<file path="src/rtl/lsu_mem_stage.sv">
// ---------------------------------------------------------------------------
// lsu_mem_stage
//
// MEM-stage load/store unit for the 5-stage RV64 pipeline. Converts the
// EX/MEM access into a single req/ack transaction on a variable-latency
// data-memory bus, stalls the pipeline while it is outstanding and returns
// aligned, extended load data to MEM/WB.
//
// Handshake: mem_req rises one cycle after a legal access is seen in IDLE and
// stays high, with all bus fields stable, until the cycle in which mem_ack is
// sampled high (or the timeout expires). mem_ack is a one-cycle pulse that
// carries mem_rdata and is only honoured in WAIT.
//
// Ports:
//   clk, reset           clock, asynchronous active-low reset
//   ex_*                 EX/MEM access (valid, memread, memwrite, funct3,
//                        byte address, right-justified store data)
//   mem_req/we/addr/be/wdata   registered bus request fields
//   mem_ack, mem_rdata   bus completion pulse and doubleword read data
//   stall                combinational pipeline hold
//   load_data/load_valid extended load result and its 1-cycle strobe
//   acc_err              1-cycle pulse for misaligned/illegal accesses
//   bus_err              1-cycle pulse when the access times out
// ---------------------------------------------------------------------------
module lsu_mem_stage #(
    parameter int TIMEOUT = 16,
    parameter int CNT_W   = 5
) (
    input  logic        clk,
    input  logic        reset,
    input  logic        ex_valid,
    input  logic        ex_memread,
    input  logic        ex_memwrite,
    input  logic [2:0]  ex_funct3,
    input  logic [63:0] ex_addr,
    input  logic [63:0] ex_wdata,
    output logic        mem_req,
    output logic        mem_we,
    output logic [63:0] mem_addr,
    output logic [7:0]  mem_be,
    output logic [63:0] mem_wdata,
    input  logic        mem_ack,
    input  logic [63:0] mem_rdata,
    output logic        stall,
    output logic [63:0] load_data,
    output logic        load_valid,
    output logic        acc_err,
    output logic        bus_err
);

    typedef enum logic [1:0] {
        S_IDLE = 2'd0,
        S_WAIT = 2'd1,
        S_DONE = 2'd2
    } state_e;

    state_e      state_q, state_d;
    logic [CNT_W-1:0] cnt_q, cnt_d;
    logic        is_load_q, is_load_d;
    logic [2:0]  funct3_q, funct3_d;
    logic [2:0]  off_q, off_d;
    logic        mem_req_q, mem_req_d;
    logic        mem_we_q, mem_we_d;
    logic [63:0] mem_addr_q, mem_addr_d;
    logic [7:0]  mem_be_q, mem_be_d;
    logic [63:0] mem_wdata_q, mem_wdata_d;
    logic [63:0] load_data_q, load_data_d;
    logic        load_valid_q, load_valid_d;
    logic        acc_err_q, acc_err_d;
    logic        bus_err_q, bus_err_d;

    logic        start;
    logic        legal;
    logic        f3_ok;
    logic        align_ok;
    logic        illegal_evt;
    logic [2:0]  off;
    logic [7:0]  be_calc;
    logic [63:0] wdata_calc;
    logic [63:0] shifted;
    logic [63:0] ext_data;
    logic [CNT_W-1:0] cnt_inc;

    assign off   = ex_addr[2:0];
    assign start = ex_valid & (ex_memread ^ ex_memwrite);

    // Decode legality of the access currently presented by EX/MEM.
    always_comb begin
        f3_ok = ex_memread ? (ex_funct3 != 3'b111) : ~ex_funct3[2];
        case (ex_funct3[1:0])
            2'b00:   align_ok = 1'b1;
            2'b01:   align_ok = ~off[0];
            2'b10:   align_ok = (off[1:0] == 2'b00);
            default: align_ok = (off == 3'b000);
        endcase
        legal       = f3_ok & align_ok;
        illegal_evt = ex_valid & ((ex_memread & ex_memwrite) | (start & ~legal));
    end

    // Byte-lane placement: data is replicated across all lanes so the
    // enables alone select where it lands.
    always_comb begin
        case (ex_funct3[1:0])
            2'b00: begin
                be_calc    = 8'h01 << off;
                wdata_calc = {8{ex_wdata[7:0]}};
            end
            2'b01: begin
                be_calc    = 8'h03 << off;
                wdata_calc = {4{ex_wdata[15:0]}};
            end
            2'b10: begin
                be_calc    = 8'h0F << off;
                wdata_calc = {2{ex_wdata[31:0]}};
            end
            default: begin
                be_calc    = 8'hFF;
                wdata_calc = ex_wdata;
            end
        endcase
    end

    // Load extraction uses the offset/size captured at request time.
    always_comb begin
        shifted = mem_rdata >> {off_q, 3'b000};
        case (funct3_q)
            3'b000:  ext_data = {{56{shifted[7]}}, shifted[7:0]};
            3'b100:  ext_data = {56'd0, shifted[7:0]};
            3'b001:  ext_data = {{48{shifted[15]}}, shifted[15:0]};
            3'b101:  ext_data = {48'd0, shifted[15:0]};
            3'b010:  ext_data = {{32{shifted[31]}}, shifted[31:0]};
            3'b110:  ext_data = {32'd0, shifted[31:0]};
            default: ext_data = shifted;
        endcase
    end

    assign cnt_inc = cnt_q + CNT_W'(1);

    always_comb begin
        state_d      = state_q;
        cnt_d        = cnt_q;
        is_load_d    = is_load_q;
        funct3_d     = funct3_q;
        off_d        = off_q;
        mem_req_d    = mem_req_q;
        mem_we_d     = mem_we_q;
        mem_addr_d   = mem_addr_q;
        mem_be_d     = mem_be_q;
        mem_wdata_d  = mem_wdata_q;
        load_data_d  = load_data_q;
        load_valid_d = 1'b0;
        acc_err_d    = 1'b0;
        bus_err_d    = 1'b0;

        case (state_q)
            S_IDLE: begin
                if (illegal_evt) begin
                    acc_err_d = 1'b1;
                end else if (start) begin
                    state_d     = S_WAIT;
                    cnt_d       = '0;
                    is_load_d   = ex_memread;
                    funct3_d    = ex_funct3;
                    off_d       = off;
                    mem_req_d   = 1'b1;
                    mem_we_d    = ex_memwrite;
                    mem_addr_d  = {ex_addr[63:3], 3'b000};
                    mem_be_d    = be_calc;
                    mem_wdata_d = wdata_calc;
                end
            end
            S_WAIT: begin
                cnt_d = cnt_inc;
                if (mem_ack) begin
                    state_d   = S_DONE;
                    mem_req_d = 1'b0;
                    if (is_load_q) begin
                        load_data_d = ext_data;
                    end
                    load_valid_d = is_load_q;
                end else if (cnt_inc == CNT_W'(TIMEOUT)) begin
                    state_d      = S_DONE;
                    mem_req_d    = 1'b0;
                    load_data_d  = '0;
                    bus_err_d    = 1'b1;
                    load_valid_d = is_load_q;
                end
            end
            default: begin
                // DONE: EX/MEM still holds the completing instruction.
                state_d = S_IDLE;
            end
        endcase
    end

    always_ff @(posedge clk or negedge reset) begin
        if (!reset) begin
            state_q      <= S_IDLE;
            cnt_q        <= '0;
            is_load_q    <= 1'b0;
            funct3_q     <= 3'b000;
            off_q        <= 3'b000;
            mem_req_q    <= 1'b0;
            mem_we_q     <= 1'b0;
            mem_addr_q   <= '0;
            mem_be_q     <= '0;
            mem_wdata_q  <= '0;
            load_data_q  <= '0;
            load_valid_q <= 1'b0;
            acc_err_q    <= 1'b0;
            bus_err_q    <= 1'b0;
        end else begin
            state_q      <= state_d;
            cnt_q        <= cnt_d;
            is_load_q    <= is_load_d;
            funct3_q     <= funct3_d;
            off_q        <= off_d;
            mem_req_q    <= mem_req_d;
            mem_we_q     <= mem_we_d;
            mem_addr_q   <= mem_addr_d;
            mem_be_q     <= mem_be_d;
            mem_wdata_q  <= mem_wdata_d;
            load_data_q  <= load_data_d;
            load_valid_q <= load_valid_d;
            acc_err_q    <= acc_err_d;
            bus_err_q    <= bus_err_d;
        end
    end

    // Gated by reset so an in-flight EX/MEM access cannot hold the pipeline
    // while the unit is being reset.
    assign stall = reset & (((state_q == S_IDLE) & start & legal) | (state_q == S_WAIT));

    assign mem_req    = mem_req_q;
    assign mem_we     = mem_we_q;
    assign mem_addr   = mem_addr_q;
    assign mem_be     = mem_be_q;
    assign mem_wdata  = mem_wdata_q;
    assign load_data  = load_data_q;
    assign load_valid = load_valid_q;
    assign acc_err    = acc_err_q;
    assign bus_err    = bus_err_q;

endmodule
</file>
<file path="config.mk">
export PLATFORM = sky130hd
export DESIGN_NAME = lsu_mem_stage
export DESIGN_NICKNAME = d
export VERILOG_FILES = /design/src/rtl/lsu_mem_stage.sv
export SDC_FILE = /design/constraint.sdc
export NUM_CORES = 1
export LEC_CHECK = 0
export ABC_AREA = 1
export CAP_MARGIN = 5
export CORE_ASPECT_RATIO = 1.1
export CORE_UTILIZATION = 42
export CTS_BUF_LIST = sky130_fd_sc_hd__clkbuf_16
export DETAILED_ROUTE_END_ITERATION = 7
export PLACE_DENSITY = 0.78
export SLEW_MARGIN = 0
export SYNTH_ARGS = -nofsm -noshare
export SYNTH_HDL_FRONTEND = slang
export SYNTH_SLANG_ARGS = --single-unit
export TNS_END_PERCENT = 10
</file>
<file path="constraint.sdc">
create_clock -name clk -period 1.8 [get_ports clk]
set_clock_uncertainty 0.05 [all_clocks]
set_input_delay 0.18 -clock clk [delete_from_list [all_inputs] [get_ports clk]]
set_output_delay 0.18 -clock clk [all_outputs]
set_load 0.02 [all_outputs]
</file>
==> results.yml, run 1 <==
timing:
  grt_setup_unrepaired: "true"
  layout_worst_path_cycle_share_pct: 102
  layout_min_cycle_time_ps: 1830
  finalSetupTns_ps: -96.7
  max_slew.worst_pin.slew_ps: 521
  fin_ws_ps: -30.0
  slew_viol_final: 0
  max_freq_mhz: 546
  hold_viol: 0
  setup_violations: 12
  relSlewSlack_pct: 65.3
global_routing:
  gr-usage-met1_pct: 36.4
  grt_first_pass_wirelength_um: 69300
  gr-total-overflow: 0
  grt_busiest_layer: "met2"
  grt.met2_usage_pct: 53.0
  grtUsageMet3_pct: 6.93
  largest_net_degree_at_the_start_of_global_routing: 93
  grt_antenna_before_repair: 1
  first_global_vias: 12900
  global_route.usage.total_pct: 31.2
cells_and_area:
  post-route-util_pct: 66.5
  post_route_cells_drive_above_1_share_pct: 11.7
  layout.nets: 2292
  synthToLayoutAreaGrowth_pct: 55.0
  fin_area_sq_mm: 0.0180
  final_cells: 2457
floorplan:
  effective_utilization_at_floorplan_pct: 42.9
  placement_rows: 63
  die_w_um: 160
  die_y_um: 176
  boundaryPins: 407
  dieArea_sq_mm: 0.0283
  core_area_sq_mm: 0.0270
pwr:
  pwr_cell_area_mw_per_mm2: 1410
  static_leak_nw: 9.23
  vdd_ir_drop_max_v: 0.000954
placed_design:
  placement.cell_area_sq_mm: 0.0168
  place_worst_setup_slack_ps: -398
  gp_congestion: 0.990
  dpl.cell_count: 2399
  place_hpwl_um: 34200
  buffers_on_ports: 403
critical_path:
  cp.required_ps: 1570
  cp-end-kind: "primary output"
  cp_cell_sequence: "dlygate4sd2_1, inv_1, ha_1, nor2_1, nand2_1, a21oi_2, nor2_4, buf_4, nand2_1, a21boi_1, buf_4"
  r2r_cells: 9
  timing.critical_path.slowest_cell_delay_ps: 270
  crit_path_start: "ex_funct3[1]"
  timing.critical_path.buf_inv: 4
  cpLargestDelayFamily: "buffers and inverters"
  timing.critical_path.fanout_max: 4
  setup.worst_path.class: "in -> out"
  worst-r2r-setup-slack_ps: -20
  critPathCapture: "stall"
  worstPathArrival_ps: 1600
  critical-path-slowest-cell: "dlygate4sd2_1"
  timing.critical_path.from_type: "input port"
  crit_cells: 11
  crit-reg2reg-launch: "cnt_q[0]"
  reg2reg_to: "load_data[55]"
min_path:
  worst_hold_path_type: "in -> reg"
yosys:
  async_set_or_reset_register_ratio_after_synthesis_pct: 100
  synth_seq_cells: 216
  post-synth-top-count-cell: "nand2_1"
  synth_area_leaders: "dfrtp_1, nand2_1, o21ai_0"
  syn_area_sq_mm: 0.0116
  yosysWarningCount: 0
  synth.top_cells.by_count: "nand2_1, dfrtp_1, o21ai_0"
  syn-instance-count: 1617
  syn_avg_cell_area_sq_um: 7.18
  yosysTopAreaCell: "dfrtp_1"
  primary_flip_flop_cell_chosen_by_synthesis_mapping: "dfrtp_1"
  synth_sequential_area_ratio_pct: 46.6
  synth_cell_types: 34
  number_of_flops_mapped_to_enable_cells_by_yosys: 0
  synth_top_cell_area_share_pct: 46.6
clocking:
  cts-root-to-sink-buffers: 3
  cts.htree.levels: 1
  cts_buffers: 24
  worst_setup_hold_path_clk_slew_ps: 60
  root_buffer: "clkbuf_16"
  cts.sink_count: 216
  tritoncts: "built"
  insertion_delay_ps: 520
outcome:
  failed_checks: "negative setup slack"
  status: "finished, violations left"
routing:
  detailedRoute.firstPassIterationCount: 6
  route.antenna.remaining_nets: 0
  route.vias.total: 12900
  drc: 0
  avgRoutedWirePerCell_um: 18.8
  finalWirelength_um: 46100
  drt_first_iter_violations: 955
  routed_via_density: 5.24
flow_run:
  maxCapViolCount: 0
tightest hold or removal path: stages:
cell,delay [ps]
clkdlybuf4s50_1,400
nand2_1,60
nand2_1,40
per-stage QoR:
stage / hold slack (ps) / power (W)
3_3_place_gp: 181 / 0.0200
3_5_place_dp: 183 / 0.0202
4_1_cts: 126 / 0.0251
5_1_grt: 150 / 0.0268
6_report: 143 / 0.0254
2_1_floorplan: -166 / 0.0137
what timing repair did:
action,in CTS,in global routing
resized for setup,28,84
gates cloned,0,5
hold buffers,1,0
hold endpoints to repair,216,0
setup endpoints to repair,21,78
setup buffers,2,8
pin swaps,1,7
cell families after synthesis:
| family | share of synthesized area (%) |
|---|---|
| buffers and inverters | 7.61 |
| XOR/XNOR | 0.226 |
| adder cells (fa/ha/maj) | 0.863 |
| flip-flops | 46.6 |
| other | 0.0323 |
| AO/OA/AOI/OAI | 13.2 |
| AND/OR/NAND/NOR | 31.5 |
flip-flops by register name (all words and copies together) (netlist names):
register / count
cnt_q: 5
off_q: 3
state_q: 2
mem_wdata: 64
is_load_q: 1
funct3_q: 3
mem_req: 1
mem_be: 8
mem_addr: 61
mem_we: 1
load_data: 64
load_valid: 1
acc_err: 1
bus_err: 1
how the worst min path moves through the flow:
stage | startpoint | endpoint | slack (ps) | depth (start not counted)
final | ex_addr[12] | mem_addr[12] | 140 | 3
after global routing | ex_addr[41] | mem_addr[41] | 150 | 3
after CTS | ex_addr[58] | mem_addr[58] | 130 | 3
after detailed placement | reset | mem_wdata[57] | 180 | 2
after global placement | reset | mem_wdata[57] | 180 | 2
after floorplan | reset | acc_err | -170 | 0
cell type report:
| cell class | instances | area (sq um) |
|---|---|---|
| Clock buffer | 25 | 626 |
| Clock inverter | 17 | 130 |
| Antenna cell | 1 | 2.50 |
| Fill cell | 2297 | 9050 |
| Multi-Input combinational cell | 1224 | 5520 |
| Inverter | 70 | 274 |
| Sequential cell | 216 | 5410 |
| Timing Repair Buffer | 547 | 5590 |
| Tap cell | 357 | 447 |
report_power, final:
part           switching [W]  internal [W]  leakage [nW]
Clock                0.00202       0.00278         0.383
Sequential           0.00114       0.00649          2.80
Combinational        0.00734       0.00560          6.05
placed cells by master (no fill, tap or decap), drive strengths merged, types with 3 or more instances in the layout:
master	Yosys	routed
nand2	733	733
clkdlybuf4s50	0	370
dfrtp	216	216
o21ai	170	170
buf	73	141
nand3	134	134
a21oi	109	109
inv	66	70
nor2	38	38
clkbuf	36	29
dlymetal6s2s	0	17
dlygate4sd2	0	13
clkinv	4	13
ha	8	8
o211ai	7	7
or2	5	5
nor3	4	4
o31ai	4	4
conb	1	3
layer usage:
layer	part of all wire (%)	vias to the layer above
met5	0	-
met4	6.0	0
met3	8.3	116
met2	49	585
met1	37	6044
li1	-	6121
(Power assumes the default switching activity.)
==> run 2, diff against run 1 <==
--- a/config.mk
+++ b/config.mk
@@ -7,13 +7,13 @@
 export LEC_CHECK = 0
 export ABC_AREA = 1
 export CAP_MARGIN = 5
-export CORE_ASPECT_RATIO = 1.1
-export CORE_UTILIZATION = 42
+export CORE_AREA = 2 2 156 158
 export CTS_BUF_LIST = sky130_fd_sc_hd__clkbuf_16
 export DETAILED_ROUTE_END_ITERATION = 7
-export PLACE_DENSITY = 0.78
+export DIE_AREA = 0 0 158 160
+export PLACE_DENSITY = 0.86
 export SLEW_MARGIN = 0
 export SYNTH_ARGS = -nofsm -noshare
 export SYNTH_HDL_FRONTEND = slang
 export SYNTH_SLANG_ARGS = --single-unit
-export TNS_END_PERCENT = 10
+export TNS_END_PERCENT = 20
==> constraint.sdc (replaced) <==
create_clock -name clk -period 2.2 [get_ports clk]
set_clock_uncertainty 0.05 [all_clocks]
set_input_delay 0.22 -clock clk [delete_from_list [all_inputs] [get_ports clk]]
set_output_delay 0.22 -clock clk [all_outputs]
set_load 0.02 [all_outputs]
==> run 2 against run 1 <==
The run now ends clean. Critical path depth fell by 1. Non-clock buffer count down 85. Wire length decreased by 5.4%. Critical path type is now reg -> reg. Highest routed layer is now met5.
==> results.yml, run 2 (synthesis gave the netlist of run 1 again) <==
timing:
  setup_violations: 0
  relSlewSlack_pct: 41.8
  grt_setup_unrepaired: "false"
  max_slew.worst_pin.slew_ps: 874
  max_freq_mhz: 474
  slew_viol_final: 0
  hold_viol: 0
  layout_worst_path_cycle_share_pct: 96.0
  layout_min_cycle_time_ps: 2110
global_routing:
  first_global_vias: 12300
  global_route.usage.total_pct: 33.6
  gr-usage-met1_pct: 41.2
  largest_net_degree_at_the_start_of_global_routing: 166
  grtUsageMet3_pct: 6.51
  gr-total-overflow: 0
  grt.met2_usage_pct: 55.5
  grt_busiest_layer: "met2"
  grt_first_pass_wirelength_um: 66300
  grt_antenna_before_repair: 2
placed_design:
  buffers_on_ports: 403
  gp_congestion: 0.966
  place_hpwl_um: 31700
pwr:
  share_comb_of_total_power_pct: 48.3
  intPower_w: 0.0118
  total_switching_power_w: 0.00834
  p_total_w: 0.0202
  vdd_ir_drop_max_v: 0.000834
  static_leak_nw: 8.44
  pwr_cell_area_mw_per_mm2: 1200
  switching_share_pct: 41.3
  power_frac_clock_pct: 21.0
  seqPwrFrac_pct: 30.7
critical_path:
  cp-end-kind: "register"
  timing.critical_path.buf_inv: 2
  cp.required_ps: 2600
  timing.critical_path.fanout_max: 47
  worst-r2r-setup-slack_ps: 90
  worstPathArrival_ps: 2510
  cp_cell_sequence: "buf_4, buf_4, nand2_1, nand2_1, o21ai_0, nand2_1, nand2_1, o21ai_0, nand2_1, nand2_1"
  timing.critical_path.from_type: "register"
  cpLargestDelayFamily: "buffers and inverters"
  critPathCapture: "load_data[13]"
  crit_path_start: "off_q[0]"
  timing.critical_path.slowest_cell_delay_ps: 500
  crit-reg2reg-launch: "off_q[0]"
  most_repeated_library_cell_on_the_critical_path: "nand2_1"
  r2r_cells: 10
  critical-path-slowest-cell: "dfrtp_2"
  setup.worst_path.class: "reg -> reg"
  reg2reg_to: "load_data[13]"
  crit_cells: 10
cells_and_area:
  mostFrequentLayoutCell: "nand2_1"
  post_route_cells_drive_above_1_share_pct: 6.05
  final_cell_mix: "nand2_1, clkdlybuf4s50_1, dfrtp_1, o21ai_0, nand3_1"
  synthToLayoutAreaGrowth_pct: 45.2
  layout.nets: 2207
  post-route-util_pct: 70.8
routing:
  routed_via_density: 5.40
  avgRoutedWirePerCell_um: 18.6
  route.antenna.remaining_nets: 0
  route.vias.total: 12600
  finalWirelength_um: 43600
  drt_first_iter_violations: 1048
  detailedRoute.firstPassIterationCount: 6
  drc: 0
clocking:
  worst_setup_hold_path_clk_slew_ps: 70
  tritoncts: "built"
  root_buffer: "clkbuf_16"
  cts-root-to-sink-buffers: 3
  insertion_delay_ps: 520
  cts_buffers: 24
  cts.htree.levels: 1
  cts.sink_count: 216
floorplan:
  die_w_um: 158
  placement_rows: 57
  dieArea_sq_mm: 0.0253
  core_area_sq_mm: 0.0238
  die_y_um: 160
  effective_utilization_at_floorplan_pct: 48.7
  boundaryPins: 407
flow_run:
  maxCapViolCount: 0
min_path:
  worst_hold_path_type: "in -> reg"
  start_point_of_the_worst_hold_path: "ex_addr[59]"
outcome:
  status: "complete, no violations"
## run 2: layer usage
metal / wire [um] / vias to the layer above
li1: - / 5940
met1: 16100 / 5886
met2: 20900 / 671
met3: 3810 / 139
met4: 2760 / 2
met5: 13 / -
## run 2: worst min-delay path by stage
stage,to,depth (start not counted)
2_1_floorplan,acc_err,0
3_3_place_gp,load_data[42],2
3_5_place_dp,load_data[42],2
4_1_cts,mem_addr[59],3
5_1_grt,mem_addr[36],3
6_report,mem_addr[59],3
## run 2: stage by stage
stage | cells | TNS [ps] | hold slack [ps] | worst slack (ps) | area [sq um]
2_1_floorplan | 1619 | 0 | -126 | 483 | 11600
3_3_place_gp | 2294 | -9250 | 358 | -273 | 16000
3_5_place_dp | 2294 | -19080 | 364 | -341 | 16000
4_1_cts | 2339 | 0 | 164 | 7.93 | 16800
5_1_grt | 2340 | 0 | 172 | 25.2 | 16800
6_report | 2342 | 0 | 177 | 88.5 | 16900
## run 2: worst reg2reg max path, stage by stage, from the launching register on
cell and delay (ps):
dfrtp_2 500, buf_4 160, buf_4 390, nand2_1 100, nand2_1 140, o21ai_0 90
nand2_1 80, nand2_1 40, o21ai_0 310, nand2_1 100, nand2_1 90
## run 2: layout make-up
type                            instances  area [sq um]
Antenna cell                            2          5.00
Clock buffer                           25           626
Clock inverter                         19           199
Fill cell                            1925          6970
Inverter                               70           268
Multi-Input combinational cell       1224          5340
Sequential cell                       216          5410
Tap cell                              324           405
Timing Repair Buffer                  462          4610
## run 2: what timing repair did
| item | 4_1_cts | 5_1_grt |
|---|---|---|
| resized for setup | 5 | 5 |
| buffers inserted | 0 | 1 |
| gates cloned | 0 | 0 |
| endpoints found under the setup margin | 1 | 18 |
| hold endpoints to repair | 216 | 0 |
| hold buffers | 1 | 0 |
| pin swaps | 0 | 0 |
## run 2: power groups by stage
stage          clock, W  sequential [W]  combinational (W)
6_report        0.00424         0.00620            0.00975
4_1_cts         0.00428         0.00619            0.00969
2_1_floorplan         0         0.00761            0.00363
5_1_grt         0.00444         0.00634             0.0105
3_5_place_dp          0         0.00621            0.00963
3_3_place_gp          0         0.00618            0.00948
==> run 3, diff against run 2 <==
--- a/config.mk
+++ b/config.mk
@@ -7,11 +7,11 @@
 export LEC_CHECK = 0
 export ABC_AREA = 1
 export CAP_MARGIN = 5
-export CORE_AREA = 2 2 156 158
-export CTS_BUF_LIST = sky130_fd_sc_hd__clkbuf_16
+export CORE_AREA = 2 2 159 161
+export CTS_BUF_LIST = sky130_fd_sc_hd__clkbuf_4 sky130_fd_sc_hd__clkbuf_8
 export DETAILED_ROUTE_END_ITERATION = 7
-export DIE_AREA = 0 0 158 160
-export PLACE_DENSITY = 0.86
+export DIE_AREA = 0 0 161 163
+export PLACE_DENSITY = 0.84
 export SLEW_MARGIN = 0
 export SYNTH_ARGS = -nofsm -noshare
 export SYNTH_HDL_FRONTEND = slang
==> run 3 against run 2 <==
Worst hold slack worse by 49 ps. Via count hardly changed. Clock power is 2% higher. Global-route usage is 2.0 points lower. Sequential cell count stayed put. Die area is 3.8% higher. Critical path depth is 1 lower. Utilization is 2.2 points lower. Worst setup slack better by 150 ps. Wire length is 2.9% lower. Largest cell class unchanged.
==> results.yml, run 3 (synthesis gave the netlist of run 1 again) <==
floorplan:
  effective_utilization_at_floorplan_pct: 47.0
  dieArea_sq_mm: 0.0262
  die_w_um: 161
  boundaryPins: 407
  die_y_um: 163
  core_area_sq_mm: 0.0247
  placement_rows: 58
timing:
  grt_setup_unrepaired: "false"
  slew_viol_final: 0
  relSlewSlack_pct: 45.6
  layout_worst_path_cycle_share_pct: 89.1
  layout_min_cycle_time_ps: 1960
  max_slew.worst_pin.slew_ps: 815
  setup_violations: 0
  hold_viol: 0
  finalSetupTns_ps: 0
  max_freq_mhz: 510
min_path:
  start_point_of_the_worst_hold_path: "ex_funct3[1]"
  hold_end: "funct3_q[1]"
  worst_hold_path_type: "in -> reg"
  worst_hold_path.num_cells: 4
critical_path:
  cp_cell_sequence: "inv_2, nand3_1, nand3_1, nand2_1, nand2_2, buf_4, o21ai_0, nand2_1, nand2_1"
  cp.required_ps: 2570
  timing.critical_path.from_type: "register"
  critical-path-slowest-cell: "dfrtp_1"
  worstPathArrival_ps: 2330
  most_repeated_library_cell_on_the_critical_path: "nand2_1"
  worst-r2r-setup-slack_ps: 240
  timing.critical_path.fanout_max: 22
  r2r_cells: 9
  reg2reg_to: "load_data[13]"
  cpLargestDelayFamily: "simple AND/OR/NAND/NOR gates"
  crit-reg2reg-launch: "off_q[1]"
  timing.critical_path.buf_inv: 2
  timing.critical_path.slowest_cell_delay_ps: 470
  setup.worst_path.class: "reg -> reg"
  cp-end-kind: "register"
clocking:
  cts.htree.levels: 2
  root_buffer: "clkbuf_8"
  cts.sink_count: 216
  cts-root-to-sink-buffers: 3
  worst_setup_hold_path_clk_slew_ps: 60
  post_cts.repair.setup_buffers: 0
  cts_buffers: 39
  insertion_delay_ps: 540
  tritoncts: "built"
placed_design:
  gp_congestion: 0.967
  buffers_on_ports: 403
  place_hpwl_um: 31400
routing:
  route.antenna.remaining_nets: 0
  routed_via_density: 5.34
  avgRoutedWirePerCell_um: 17.9
  detailedRoute.firstPassIterationCount: 5
  route.vias.total: 12600
  finalWirelength_um: 42300
  drt_first_iter_violations: 948
  drc: 0
pwr:
  static_leak_nw: 8.50
  pwr_cell_area_mw_per_mm2: 1190
  vdd_ir_drop_max_v: 0.000844
  p_total_w: 0.0202
global_routing:
  largest_net_degree_at_the_start_of_global_routing: 152
  grt_first_pass_wirelength_um: 65300
  global_route.usage.total_pct: 31.7
  gr-total-overflow: 0
  grt_antenna_before_repair: 3
  first_global_vias: 12200
cells_and_area:
  num-fill-cells: 2041
  post_route_cells_drive_above_1_share_pct: 7.33
  layout.nets: 2219
  final_cell_mix: "nand2_1, clkdlybuf4s50_1, dfrtp_1, o21ai_0, nand3_1"
  mostFrequentLayoutCell: "nand2_1"
  synthToLayoutAreaGrowth_pct: 45.8
  post-route-util_pct: 68.6
outcome:
  status: "complete, no violations"
flow_run:
  maxCapViolCount: 0
run 3: how the worst max path moves through the flow:
stage	start	to	slack [ps]	depth (start not counted)
after detailed placement	ex_funct3[0]	stall	-420	10
after global routing	off_q[2]	load_data[14]	80	8
after global placement	ex_funct3[0]	stall	-340	8
after floorplan	ex_funct3[0]	stall	480	9
after CTS	ex_funct3[0]	stall	20	10
final	off_q[1]	load_data[13]	240	9
run 3: stage by stage:
step	hold slack, ps	setup slack [ps]	area, sq um	std cells
global route	140	77.4	16900	2365
CTS	127	21.4	16900	2364
detailed placement	196	-415	16000	2298
floorplan	-126	483	11600	1619
finish	128	241	16900	2366
global placement	199	-341	16000	2298
run 3: per-layer routing:
metal,global-route usage (%),routed length (um),up-vias
met3,8.30,4010,140
met1,37.9,15700,5835
met5,0,13,-
met4,18.4,2710,2
li1,-,-,5977
met2,52.0,19900,674
run 3: what timing repair did:
action | 4_1_cts | 5_1_grt
endpoints found under the hold margin | 175 | 0
resized for setup | 5 | 7
setup endpoints to repair | 1 | 13
cloned | 0 | 0
hold buffers | 1 | 0
run 3: power breakdown:
| group | switching, W | leakage, nW | internal [W] | total [W] |
|---|---|---|---|---|
| combinational | 0.00566 | 5.23 | 0.00397 | 0.00963 |
| sequential | 0.000919 | 2.80 | 0.00531 | 0.00623 |
| clock | 0.00173 | 0.463 | 0.00258 | 0.00431 |
| total | 0.00830 | 8.50 | 0.0119 | 0.0202 |
run 3: cell type report:
cell class | instances | area, sq um | area share [%]
Multi-Input combinational cell | 1224 | 5340 | 31.6
Clock inverter | 9 | 173 | 1.02
Antenna cell | 2 | 5.00 | 0.0296
Tap cell | 330 | 413 | 2.44
Sequential cell | 216 | 5410 | 32.0
Inverter | 70 | 265 | 1.57
Timing Repair Buffer | 459 | 4600 | 27.2
Clock buffer | 56 | 714 | 4.22
run 3: tightest hold or removal path, delay by kind of cell:
kind                   cells  cell delay, ps
buffers and inverters      3             390
AO/OA/AOI/OAI              1              70
